### src/rtl/uart_sender.sv
// UART transmitter: 8 data bits, no parity, one or two stop bits, LSB first.
// BaudRate runs at OVERSAMPLE times the serial bit rate; every bit lasts OVERSAMPLE cycles.
module uart_sender #(
  parameter int OVERSAMPLE = 16,
  parameter int STOP_BITS  = 1
) (
  input  logic       BaudRate,
  input  logic       reset,
  input  logic [7:0] TXData,
  input  logic       TXEn,
  output logic       TXStatus,
  output logic       UART_TX
);

  typedef enum logic [1:0] {IDLE, START, DATA, STOP} state_t;

  localparam logic [3:0] TICK_MAX  = 4'(OVERSAMPLE - 1);
  localparam logic       STOP_LAST = 1'(STOP_BITS - 1);

  state_t     r_state;
  logic [3:0] r_tick;
  logic [2:0] r_bitIdx;
  logic [7:0] r_shift;
  logic       r_stopCnt;
  logic       r_tx;
  logic       r_status;
  logic       w_tickDone;

  assign w_tickDone = (r_tick == TICK_MAX);
  assign UART_TX    = r_tx;
  assign TXStatus   = r_status;

  // Each transition loads the value the line must carry for the next bit,
  // so UART_TX changes on exactly the edge that enters the new bit.
  always_ff @(posedge BaudRate or negedge reset) begin
    if (!reset) begin
      r_state   <= IDLE;
      r_tick    <= 4'd0;
      r_bitIdx  <= 3'd0;
      r_shift   <= 8'h00;
      r_stopCnt <= 1'b0;
      r_tx      <= 1'b1;
      r_status  <= 1'b1;
    end else begin
      case (r_state)
        IDLE: begin
          if (TXEn) begin
            r_shift   <= TXData;
            r_tick    <= 4'd0;
            r_bitIdx  <= 3'd0;
            r_stopCnt <= 1'b0;
            r_tx      <= 1'b0;
            r_status  <= 1'b0;
            r_state   <= START;
          end
        end
        START: begin
          if (w_tickDone) begin
            r_tick   <= 4'd0;
            r_bitIdx <= 3'd0;
            r_tx     <= r_shift[0];
            r_state  <= DATA;
          end else begin
            r_tick <= r_tick + 4'd1;
          end
        end
        DATA: begin
          if (w_tickDone) begin
            r_tick  <= 4'd0;
            r_shift <= {1'b0, r_shift[7:1]};
            if (r_bitIdx == 3'd7) begin
              r_tx      <= 1'b1;
              r_stopCnt <= 1'b0;
              r_state   <= STOP;
            end else begin
              r_bitIdx <= r_bitIdx + 3'd1;
              r_tx     <= r_shift[1];
            end
          end else begin
            r_tick <= r_tick + 4'd1;
          end
        end
        STOP: begin
          if (w_tickDone) begin
            r_tick <= 4'd0;
            if (r_stopCnt == STOP_LAST) begin
              r_status <= 1'b1;
              r_state  <= IDLE;
            end else begin
              r_stopCnt <= r_stopCnt + 1'b1;
            end
          end else begin
            r_tick <= r_tick + 4'd1;
          end
        end
        default: begin
          r_tx     <= 1'b1;
          r_status <= 1'b1;
          r_state  <= IDLE;
        end
      endcase
    end
  end

endmodule

### config.mk
export PLATFORM = sky130hd
export DESIGN_NAME = uart_sender
export DESIGN_NICKNAME = d
export VERILOG_FILES = /design/src/rtl/uart_sender.sv
export SDC_FILE = /design/constraint.sdc
export NUM_CORES = 1
export LEC_CHECK = 0
export CORE_MARGIN = 4
export CORE_UTILIZATION = 40
export CTS_CLUSTER_DIAMETER = 80
export DETAILED_ROUTE_END_ITERATION = 8
export DONT_BUFFER_PORTS = 1
export MAX_ROUTING_LAYER = met4
export PLACE_DENSITY = 0.57
export SLEW_MARGIN = 30
export SYNTH_ARGS = -nofsm -noshare
export SYNTH_HDL_FRONTEND = slang
export SYNTH_SLANG_ARGS = --single-unit
### constraint.sdc
create_clock -name BaudRate -period 2.36 [get_ports BaudRate]
set_input_delay 0.708 -clock BaudRate [delete_from_list [all_inputs] [get_ports BaudRate]]
set_output_delay 0.708 -clock BaudRate [all_outputs]
set_load 0.02 [all_outputs]
==> flow_summary.json <==
{
  "post-dp-hpwl_um": 1730,
  "drt_iter0_drc": 19,
  "cts.path.max_buffers": 2,
  "core_area_mm2": 0.00276,
  "setup.worst_path.class": "reg2reg",
  "grt_overflow": 0,
  "async_flop_share_pct": 100,
  "clock.fmax_ghz": 0.513,
  "ys.flop_type": "dfrtp_1",
  "clkTransAtPathRegs_ps": 110,
  "synth_nets": 125,
  "cts_hold_buf": 0,
  "r2r_setup_slack_ps": 410,
  "drtPass1Iterations": 4,
  "outcome": "completed",
  "antenna_left": 0,
  "grt_pass1_wl_um": 3800,
  "yosysMostFrequentCell": "dfrtp_1",
  "total_power_mw": 1.63,
  "cp_slowest_cell": "dfrtp_1",
  "rsz0062_at_grt": "no",
  "worst_setup_path_start_kind": "register",
  "nets": 127,
  "hp-class": "in2async",
  "clk_latency_ps": 300,
  "synthCells": 106,
  "timing.final.crit_period_ps": 1950,
  "setup_viol": 0,
  "crit_chain": "inv_1 -> ha_1 -> buf_4 -> or3_1 -> o211ai_1 -> mux2_2",
  "final_hold_viol_count": 0,
  "worstMarginPinSlew_ps": 420,
  "pin_count": 13,
  "cts.sinks": 19,
  "synth_common_cells": "dfrtp_1 (17), mux2_2 (15), ha_1 (8), inv_1 (6)",
  "gp_congestion": 0.781,
  "synth_top_area_cell": "dfrtp_1",
  "yosysTopAreaCellShare_pct": 37.0,
  "crit_buf_inv": 2,
  "root_buffer": "clkbuf_4",
  "p_per_area_mw_per_mm2": 1350,
  "initial_utilization_pct": 41.7,
  "synthToLayoutAreaGrowth_pct": 5.11,
  "ys_types": 37,
  "routed_wl_um": 2260,
  "cts_tree": "done",
  "yosysSeqAreaShare_pct": 41.5,
  "path_max_fanout": 9,
  "final_area_mm2": 0.00121,
  "antennaDiodeCount": 0,
  "netlist_area_mm2": 0.00115,
  "grt_pass1_vias": 790,
  "finalSetupTns_ps": 0,
  "cts_resized": 0,
  "wl_per_cell_um": 16.3,
  "numCtsBuffers": 3,
  "dieArea_mm2": 0.00380,
  "cts.htree.levels": 1,
  "vias": 805,
  "track_usage_pct": 14.5,
  "worstPathRequired_ps": 2600,
  "arrival_ps": 2190,
  "viasPerCell": 5.83,
  "synth_edf_count": 0,
  "antenna_found_initial": 0,
  "max-vdd-ir-drop_uv": 679,
  "worst_setup_path_end_kind": "register",
  "max_stage_delay_ps": 410,
  "die_x_um": 61.6,
  "die_h_um": 61.6,
  "cpLargestDelayFamily": "flip-flops",
  "place_area_mm2": 0.00118,
  "skew_ps": 3.61,
  "relSlewSlack_pct": 71.9,
  "grt_start_max_net_pins": 20,
  "leakage_nw": 0.519,
  "drive_gt1_share_pct": 23.4,
  "finalCritPeriodShare_pct": 82.5,
  "synth.area.top_cells": "dfrtp_1 (37%), mux2_2 (15%), ha_1 (8.7%), dfstp_2 (4.6%), a31oi_1 (2.2%)",
  "drv_slew": 0,
  "max_cap_viol_count": 0,
  "ys_ff_latch": 19,
  "num_rows": 19,
  "cts_setup_buffers": 0,
  "drc_errors": 0,
  "syn_area_per_cell_um2": 10.9,
  "yosys_warnings": 0,
  "portBuffers": 0
}
[metrics by stage]
stage	cells	util (%)	hold slack [ps]	setup slack, ps
floorplan	106	-	412	522
global placement	134	42.9	413	468
detailed placement	134	42.9	413	429
CTS	138	43.9	67.6	406
global route	138	43.9	49.2	275
finish	138	43.9	81.3	412
[where the power goes]
part | leakage (nW) | internal [mW] | switching [mW] | total [mW]
Clock | 0.0177 | 0.0633 | 0.104 | 0.167
Sequential | 0.232 | 0.482 | 0.131 | 0.612
Combinational | 0.269 | 0.446 | 0.410 | 0.855
Total | 0.519 | 0.990 | 0.644 | 1.63
[final timing paths]
| check | startpoint | to | cells past startpoint |
|---|---|---|---|
| setup / recovery | r_state[0] | UART_TX | 6 |
| hold / removal | reset | r_bitIdx[2] | 0 |
| setup reg to reg | r_state[0] | UART_TX | 6 |
| hold reg to reg | r_shift[6] | r_shift[6] | 1 |
| max in group asynchronous | reset | TXStatus | 0 |
| min in group BaudRate | r_shift[6] | r_shift[6] | 1 |
[state kept, by name, summed over array words and instances (netlist names)]
signal    count
r_tick        4
TXStatus      1
UART_TX       1
r_state       2
r_bitIdx      3
r_shift       8
[cell usage in the layout, fill, tap and decap left out, drive strengths merged, types with 3 or more instances in the layout]
cell type | Yosys | routed
ha | 8 | 8
clkbuf | 1 | 3
dfrtp | 17 | 17
mux2 | 16 | 16
inv | 6 | 6
nand4 | 4 | 4
nor2 | 3 | 3
nand2 | 5 | 5
o21ai | 3 | 3
buf | 5 | 3
a31oi | 4 | 4
[layout make-up]
type,instances,area (um^2)
Tap cell,31,38.8
Sequential cell,19,478
Clock inverter,1,5.00
Multi-Input combinational cell,75,621
Clock buffer,3,22.5
Inverter,6,22.5
Fill cell,275,1550
Timing Repair Buffer,3,22.5
[metal layers]
layer  up-vias  global-route usage, %  wire length [um]
li1        399                      -                 -
met1       392                   18.1              1060
met2         9                   21.5              1060
met3         5                   4.40                86
met4         0                   6.36                41
met5         -                      -                 0
[cell families (layout without fill, tap and decap cells)]
logic type,after synthesis,after routing,share of synthesized area [%]
AO/OA/AOI/OAI,22,22,14.7
adder cells (fa/ha/maj),8,8,8.70
buffers and inverters,12,13,4.56
flip-flops,19,19,41.5
multiplexers,17,17,16.5
AND/OR/NAND/NOR,28,28,14.0
No activity file was read; power rests on OpenSTA's default activity.
